### config.mk
export PLATFORM = sky130hd
export DESIGN_NAME = icache_line_fill
export DESIGN_NICKNAME = d
export VERILOG_FILES = /design/src/rtl/drac_icache_pkg.sv /design/src/rtl/icache_line_fill.sv
export SDC_FILE = /design/constraint.sdc
export NUM_CORES = 1
export LEC_CHECK = 0
export CORE_MARGIN = 2
export CORE_UTILIZATION = 47
export DETAILED_ROUTE_END_ITERATION = 16
export GPL_ROUTABILITY_DRIVEN = 0
export GPL_TIMING_DRIVEN = 1
export PLACE_DENSITY = 0.86
export SLEW_MARGIN = 20
export SYNTH_ARGS = -nofsm -noshare
export SYNTH_HDL_FRONTEND = slang
export SYNTH_SLANG_ARGS = --single-unit
### constraint.sdc
create_clock -name clk_i -period 3.7 [get_ports clk_i]
set_input_delay 0.37 -clock clk_i [delete_from_list [all_inputs] [get_ports clk_i]]
set_output_delay 0.37 -clock clk_i [all_outputs]
set_load 0.05 [all_outputs]
### src/rtl/drac_icache_pkg.sv
// Shared icache refill definitions: line/beat/address geometry and the
// fill engine state encoding.
package drac_icache_pkg;

  localparam int unsigned ICACHE_PADDR_WIDTH = 32;
  localparam int unsigned ICACHE_LINE_WIDTH  = 128;
  localparam int unsigned ICACHE_BEAT_WIDTH  = 32;
  localparam int unsigned ICACHE_FILL_BEATS  = ICACHE_LINE_WIDTH / ICACHE_BEAT_WIDTH;
  localparam int unsigned ICACHE_BEAT_CNT_W  = 2;
  localparam int unsigned ICACHE_LINE_OFFSET = 4;

  typedef enum logic [1:0] {
    IDLE = 2'd0,
    REQ  = 2'd1,
    FILL = 2'd2,
    RESP = 2'd3
  } fill_state_t;

endpackage

### src/rtl/icache_line_fill.sv
// icache_line_fill: memory-side refill engine for the instruction cache.
// Takes one line-fill request at a time, issues a single burst read, gathers
// four response beats into a line and returns it as a one-cycle fill pulse.
// A kill from the fetch pipeline lets the burst drain but drops the response.
//
// Ports:
//   clk_i, rstn_i          clock, async active-low reset
//   ireq_*                 fill request from the icache miss path (+ kill)
//   ifill_*                fill response to the icache (valid is a pulse)
//   mem_req_*              burst read request to memory
//   mem_rsp_*              response beats from memory (no backpressure)
//   busy_o                 engine is not idle
module icache_line_fill
  import drac_icache_pkg::*;
#(
  parameter int unsigned PADDR_WIDTH = ICACHE_PADDR_WIDTH,
  parameter int unsigned LINE_WIDTH  = ICACHE_LINE_WIDTH,
  parameter int unsigned BEAT_WIDTH  = ICACHE_BEAT_WIDTH
) (
  input  logic                   clk_i,
  input  logic                   rstn_i,
  input  logic                   ireq_valid_i,
  input  logic [PADDR_WIDTH-1:0] ireq_paddr_i,
  output logic                   ireq_ready_o,
  input  logic                   ireq_kill_i,
  output logic                   ifill_valid_o,
  output logic [LINE_WIDTH-1:0]  ifill_data_o,
  output logic [PADDR_WIDTH-1:0] ifill_paddr_o,
  output logic                   ifill_error_o,
  output logic                   mem_req_valid_o,
  input  logic                   mem_req_ready_i,
  output logic [PADDR_WIDTH-1:0] mem_req_addr_o,
  input  logic                   mem_rsp_valid_i,
  input  logic [BEAT_WIDTH-1:0]  mem_rsp_data_i,
  input  logic                   mem_rsp_error_i,
  output logic                   busy_o
);

  localparam int unsigned FILL_BEATS  = LINE_WIDTH / BEAT_WIDTH;
  localparam int unsigned CNT_W       = ICACHE_BEAT_CNT_W;
  localparam int unsigned OFFSET_BITS = ICACHE_LINE_OFFSET;
  localparam logic [CNT_W-1:0] LAST_BEAT = CNT_W'(FILL_BEATS - 1);

  fill_state_t             state_q, state_d;
  logic [PADDR_WIDTH-1:0]  addr_q, addr_d;
  logic [CNT_W-1:0]        cnt_q, cnt_d;
  logic                    err_q, err_d;
  logic                    killed_q, killed_d;
  logic [BEAT_WIDTH-1:0]   beat_q [FILL_BEATS];
  logic [BEAT_WIDTH-1:0]   beat_d [FILL_BEATS];

  // Offset bits of the request address never reach the memory side.
  logic unused_paddr_lsbs;
  assign unused_paddr_lsbs = ^ireq_paddr_i[OFFSET_BITS-1:0];

  // Next-state and datapath updates.
  always_comb begin
    state_d  = state_q;
    addr_d   = addr_q;
    cnt_d    = cnt_q;
    err_d    = err_q;
    killed_d = killed_q;
    beat_d   = beat_q;

    unique case (state_q)
      IDLE: begin
        // A request racing a kill is refused; the icache re-issues it.
        if (ireq_valid_i && !ireq_kill_i) begin
          addr_d   = {ireq_paddr_i[PADDR_WIDTH-1:OFFSET_BITS], {OFFSET_BITS{1'b0}}};
          cnt_d    = '0;
          err_d    = 1'b0;
          killed_d = 1'b0;
          state_d  = REQ;
        end
      end
      REQ: begin
        // Request stays up even when killed; the burst must be drained.
        killed_d = killed_q | ireq_kill_i;
        if (mem_req_ready_i) begin
          state_d = FILL;
        end
      end
      FILL: begin
        killed_d = killed_q | ireq_kill_i;
        if (mem_rsp_valid_i) begin
          beat_d[cnt_q] = mem_rsp_data_i;
          err_d         = err_q | mem_rsp_error_i;
          cnt_d         = CNT_W'(cnt_q + CNT_W'(1));
          if (cnt_q == LAST_BEAT) begin
            state_d = RESP;
          end
        end
      end
      RESP: begin
        killed_d = killed_q | ireq_kill_i;
        state_d  = IDLE;
      end
      default: state_d = IDLE;
    endcase
  end

  // State and datapath registers.
  always_ff @(posedge clk_i or negedge rstn_i) begin
    if (!rstn_i) begin
      state_q  <= IDLE;
      addr_q   <= '0;
      cnt_q    <= '0;
      err_q    <= 1'b0;
      killed_q <= 1'b0;
      beat_q   <= '{default: '0};
    end else begin
      state_q  <= state_d;
      addr_q   <= addr_d;
      cnt_q    <= cnt_d;
      err_q    <= err_d;
      killed_q <= killed_d;
      beat_q   <= beat_d;
    end
  end

  // Line assembly: beat 0 lands in the least significant slot.
  always_comb begin
    ifill_data_o = '0;
    for (int unsigned i = 0; i < FILL_BEATS; i++) begin
      ifill_data_o[i*BEAT_WIDTH +: BEAT_WIDTH] = beat_q[i];
    end
  end

  // Kill in the response cycle itself must still squash the pulse.
  assign ifill_valid_o   = (state_q == RESP) & ~killed_q & ~ireq_kill_i;
  assign ireq_ready_o    = (state_q == IDLE) & ~ireq_kill_i;
  assign mem_req_valid_o = (state_q == REQ);
  assign mem_req_addr_o  = addr_q;
  assign ifill_paddr_o   = addr_q;
  assign ifill_error_o   = err_q;
  assign busy_o          = (state_q != IDLE);

endmodule

==> results of run 1 <==
-- cell families after synthesis --
kind of cell               after synthesis  share of synthesized area, %
DFF                                    162                          61.8
muxes                                  157                          27.0
buffers and inverters                   58                          5.90
and+or+nand+nor                         17                          1.64
AOI/OAI and AO/OA                       11                          1.66
adders and majority gates               10                          1.91
other                                    1                        0.0572
-- layout make-up --
cell class,count,area (um^2),area share [%]
Inverter,7,26.3,0.272
Timing Repair Buffer,260,2600,27.0
Tap cell,180,225,2.33
Multi-Input combinational cell,203,2160,22.4
Clock buffer,20,447,4.63
Clock inverter,11,131,1.36
Sequential cell,162,4050,42.0
-- registers in the layout, summed over array words and instances, names as in the netlist --
signal,count
ifill_paddr_o,28
state_q,2
cnt_q,2
killed_q,1
ifill_error_o,1
ifill_data_o,128
-- per-layer routing --
metal / vias up / routed length, um / GRT usage (%)
li1: 1887 / - / -
met4: 0 / 376 / 9.20
met5: - / 0 / 0
met3: 25 / 1220 / 7.12
met2: 172 / 8660 / 39.2
met1: 2097 / 5690 / 23.7
-- per-stage QoR --
| stage | cell area [um^2] | cells | hold slack, ns |
|---|---|---|---|
| after floorplan | 6580 | 423 | 0.0744 |
| after global placement | 9070 | 812 | 0.481 |
| after detailed placement | 9070 | 812 | 0.493 |
| after CTS | 9650 | 843 | 0.0575 |
| after global routing | 9650 | 843 | 0.0875 |
| final | 9650 | 843 | 0.0294 |
-- cells in the final DEF, fill, tap and decap left out, types with 2 or more instances in the layout --
cell type        Yosys  layout
inv_1                7       7
bufinv_16            0       2
a211o_1              2       2
nor2b_1              3       3
ha_1                10      10
dfrtp_1            162     162
clkinv_4             0       4
clkbuf_1             0       2
nand3_2              0       4
clkinvlp_4           0       3
clkdlybuf4s50_1      0     254
a21oi_1              2       2
nor2_1               4       4
conb_1               1       8
clkbuf_16            0      17
buf_4               37       4
mux2_2             155     155
-- worst max-delay path: stages (launching register included) --
cell	delay, ns
dfrtp_1	0.42
inv_1	0.14
ha_1	0.39
and2b_4	0.23
clkdlybuf4s50_1	0.82
-- worst max path at each step --
stage	start	end	cells after the start
after floorplan	state_q[1]$_DFFE_PN0P_	state_q[1]$_DFFE_PN0P_	5
after global placement	mem_rsp_valid_i	ifill_data_o[59]$_DFFE_PN0P_	4
after detailed placement	mem_rsp_valid_i	ifill_data_o[56]$_DFFE_PN0P_	4
after CTS	state_q[0]$_DFFE_PN0P_	ireq_ready_o	4
after global routing	state_q[1]$_DFFE_PN0P_	ireq_ready_o	4
final	state_q[0]$_DFFE_PN0P_	ireq_ready_o	4
==> impl_metrics.tcl, run 1 <==
set metrics [dict create \
    grt_max_degree 98 \
    path_class "register to output port" \
    antenna_found_initial 0 \
    synth-async-reset-ratio_pct 100 \
    start_util_pct 47.6 \
    ys_seq_area_share_pct 61.8 \
    dp.final_hpwl_um 11500 \
    cts-root-buf "clkbuf_16" \
    syn_area_per_cell_um2 15.8 \
    io_pins 268 \
    yosysMostFrequentCell "dfrtp_1" \
    yosys_warnings 0 \
    synth_top_area_share_pct 61.8 \
    viasPerCell 4.96 \
    synth_edf_count 0 \
    hold_violations 0 \
    max_cap_violations 0 \
    min_period_ns 2.80 \
    drt_iter0_drc 173 \
    io_buffers 255 \
    cts.clk_slew.worst_paths_ns 0.06 \
    drive_gt1_share_pct 30.2 \
    clock_path_buffers 2 \
    wl_per_cell_um 18.9 \
    ys_types 28 \
    setup-tns-final_ns 0 \
    core-area_um2 13800 \
    dieArea_um2 14900 \
    final-setup-viol-count 0 \
    fp.dieW_um 122 \
    hp-class "input port to asynchronous set/reset pin" \
    dr_total_vias 4181 \
    rr_endpoint "ifill_data_o[56]$_DFFE_PN0P_" \
    final_net_count 732 \
    cts_tree "done" \
    clock-sinks 162 \
    ctsHoldBuffers 0 \
    period_share_pct 75.7 \
    skew_ns 0.00734 \
    max_slew_margin_pct 42.0 \
    synthFlopType "dfrtp_1" \
    setup.worst_path.end_class "output port" \
    post-cts-setup-buffer-count 0 \
    rsz0062_at_grt "false" \
    grt_pass1_vias 4497 \
    cts_made_buffers 17 \
    worst_ep_required_time_ns 3.33 \
    grt_use_total_pct 21.9 \
    syn_inst 416 \
    clk_latency_ns 0.42 \
    grt_pass1_wl_um 24400 \
    cp_data_arrival_time_ns 2.43 \
    crit_path_max_fanout 9 \
    post_cts_resized 0 \
    r2r_cells 5 \
    worst_pin_slew_ns 0.870 \
    wl_um 15900 \
    synth_largest_area_cell "dfrtp_1" \
    drc 0 \
    dr.pass1.iters 4 \
    syn-cell-area_um2 6560 \
    diodes 0 \
    fillers 893 \
    syn_to_final_growth_pct 47.2 \
    synthTopCellsByArea "dfrtp_1 (62%), mux2_2 (27%), buf_4 (4.2%)" \
    ys_ff_latch 162 \
    overflow 0 \
    worst_slack_ns 0.901 \
    synth_commonest_cells "dfrtp_1 (162), mux2_2 (155), buf_4 (37)" \
    reg2reg_from "state_q[0]$_DFFE_PN0P_" \
    cp-start-kind "register" \
    die_y_um 122 \
    htreeDepth 4 \
    regToRegSetupSlack_ns 1.33 \
    antenna_left 0 \
    rows 43 \
    report.final.slew_viol_count 0 \
    dp_slack_ns 1.15 \
    outcome "completed" \
    postLayoutCoreUtil_pct 70.1 \
    timing.fmax_mhz 357 \
]
Power of run 1 is not shown: default switching activity piles up to over one toggle a cycle in this logic, so the estimate is an artifact.
==> inputs of run 2 (changes only) <==
--- a/config.mk
+++ b/config.mk
@@ -6,11 +6,11 @@
 export NUM_CORES = 1
 export LEC_CHECK = 0
 export CORE_MARGIN = 2
-export CORE_UTILIZATION = 47
+export CORE_UTILIZATION = 43
 export DETAILED_ROUTE_END_ITERATION = 16
 export GPL_ROUTABILITY_DRIVEN = 0
 export GPL_TIMING_DRIVEN = 1
-export PLACE_DENSITY = 0.86
+export PLACE_DENSITY = 0.8
 export SLEW_MARGIN = 20
 export SYNTH_ARGS = -nofsm -noshare
 export SYNTH_HDL_FRONTEND = slang
==> constraint.sdc (replaced) <==
create_clock -name clk_i -period 2.85 [get_ports clk_i]
set_input_delay 0.285 -clock clk_i [delete_from_list [all_inputs] [get_ports clk_i]]
set_output_delay 0.285 -clock clk_i [all_outputs]
set_load 0.05 [all_outputs]
==> impl_metrics.tcl, run 2 (synthesis results as in run 1) <==
set metrics [dict create \
    worstSetupPathDepth 4 \
    drc 0 \
    cp-start-kind "register" \
    post_cts_resized 0 \
    viasPerCell 4.91 \
    wl_per_cell_um 18.3 \
    cts.clk_slew.worst_paths_ns 0.07 \
    drt_iter0_drc 93 \
    final-setup-viol-count 0 \
    timing.fmax_mhz 376 \
    outcome "completed" \
    worst_pin_slew_ns 0.651 \
    crit_path_max_fanout 9 \
    max_slew_margin_pct 56.6 \
    period_share_pct 93.3 \
    final_cell_mix "clkdlybuf4s50_1 (254), dfrtp_1 (162), mux2_2 (155), clkbuf_16 (17), ha_1 (10)" \
    dp.final_hpwl_um 11500 \
    grt_pass1_wl_um 24300 \
    overflow 0 \
    final_net_count 736 \
    clk_latency_ns 0.42 \
    rows 45 \
    syn_to_final_growth_pct 49.0 \
    cp-startpoint "state_q[0]$_DFFE_PN0P_" \
    diodes 0 \
    largest_register_ffs 128 \
    min_period_ns 2.66 \
    dr_total_vias 4200 \
    dieArea_um2 16300 \
    cp_cell_sequence "inv_1 > ha_1 > and2b_4 > clkdlybuf4s50_1" \
    hold_violations 0 \
    slowest_stage "clkdlybuf4s50_1" \
    setup-tns-final_ns 0 \
    worst_ep_required_time_ns 2.57 \
    wl_um 15700 \
    hp-class "input port to asynchronous set/reset pin" \
    start_util_pct 43.6 \
    drive_gt1_share_pct 30.7 \
    cts_made_buffers 17 \
    cp_num_buf_inv 2 \
    grt_max_degree 69 \
    io_buffers 255 \
    dp_cells 823 \
    setup.worst_path.end_class "output port" \
    htreeDepth 4 \
    reg2reg_from "state_q[0]$_DFFE_PN0P_" \
    rsz0062_at_grt "false" \
    stdcell_area_um2 9770 \
    cp_data_arrival_time_ns 2.37 \
    cts_tree "done" \
    io_pins 268 \
    core-area_um2 15000 \
    post-cts-setup-buffer-count 0 \
    dr.pass1.iters 4 \
    report.final.slew_viol_count 0 \
    die_y_um 127 \
    placed_area_um2 9140 \
    antenna_found_initial 0 \
    antenna_left 0 \
    finalNonFillerCells 856 \
    mostFrequentLayoutCell "clkdlybuf4s50_1" \
    cts-root-buf "clkbuf_16" \
    clock-sinks 162 \
    clock_path_buffers 2 \
    grt_use_total_pct 19.6 \
    fp.dieW_um 127 \
    cp_slowest_stage_delay_ns 0.82 \
    cp_top_family "buffers and inverters" \
    max_cap_violations 0 \
    skew_ns 0.0102 \
    r2r_cells 5 \
    path_class "register to output port" \
    grt_pass1_vias 4542 \
]
-- run 2: cell count changes in the layout (fill, tap and decap cells not counted) --
cell / change
clkbuf_8: +4
clkinv_4: -4
buf_12: +3
inv_6: +2
clkbuf_1: -1
clkinvlp_4: -1
dlygate4sd3_1: +1
inv_8: +1
-- run 2: path summary, 6_finish.rpt --
path                                                 end  slack [ns]
setup / recovery                            ireq_ready_o        0.19
hold / removal              ifill_data_o[21]$_DFFE_PN0P_        0.42
setup reg to reg             ifill_data_o[4]$_DFFE_PN0P_        0.62
hold reg to reg              ifill_data_o[7]$_DFFE_PN0P_        0.50
max in group asynchronous   ifill_data_o[36]$_DFFE_PN0P_        1.61
min in group clk_i         ifill_paddr_o[20]$_DFFE_PN0P_        0.49
-- run 2: area by class of cell --
cell class	instances	area [um^2]
multi-input combinational	203	2160
fill	1072	5270
inverter	7	26.3
timing repair buffer	264	2670
tap	188	235
clock buffer	23	498
clock inverter	9	118
sequential	162	4050
-- run 2: routing by layer --
layer	vias up	wire, um	track usage, %
met3	19	1680	9.42
met2	182	8050	34.8
met1	2110	5710	20.0
li1	1889	-	-
met5	-	0	0
met4	0	231	6.92
-- run 2: worst reg2reg max path, delay by kind of cell (launching register included) --
kind / cells / cell delay (ns)
adders and majority gates: 1 / 0.31
DFF: 1 / 0.41
and+or+nand+nor: 1 / 0.56
muxes: 1 / 0.28
buffers and inverters: 2 / 0.56
-- run 2: per-stage QoR --
stage / worst slack (ns) / hold WS [ns] / utilization (%)
final: 0.192 / 0.422 / 65.0
after global placement: 0.605 / 0.310 / 60.8
after detailed placement: 0.570 / 0.326 / 60.8
after CTS: 0.158 / 0.445 / 65.0
after floorplan: 0.987 / -0.0106 / -
after global routing: 0.0892 / 0.469 / 65.0
-- run 2: timing repair --
action                                 CTS  global route
endpoints found under the hold margin   65             0
setup endpoints to repair                0             0
hold buffers                             1             0
Power of run 2 is left out for the same reason.
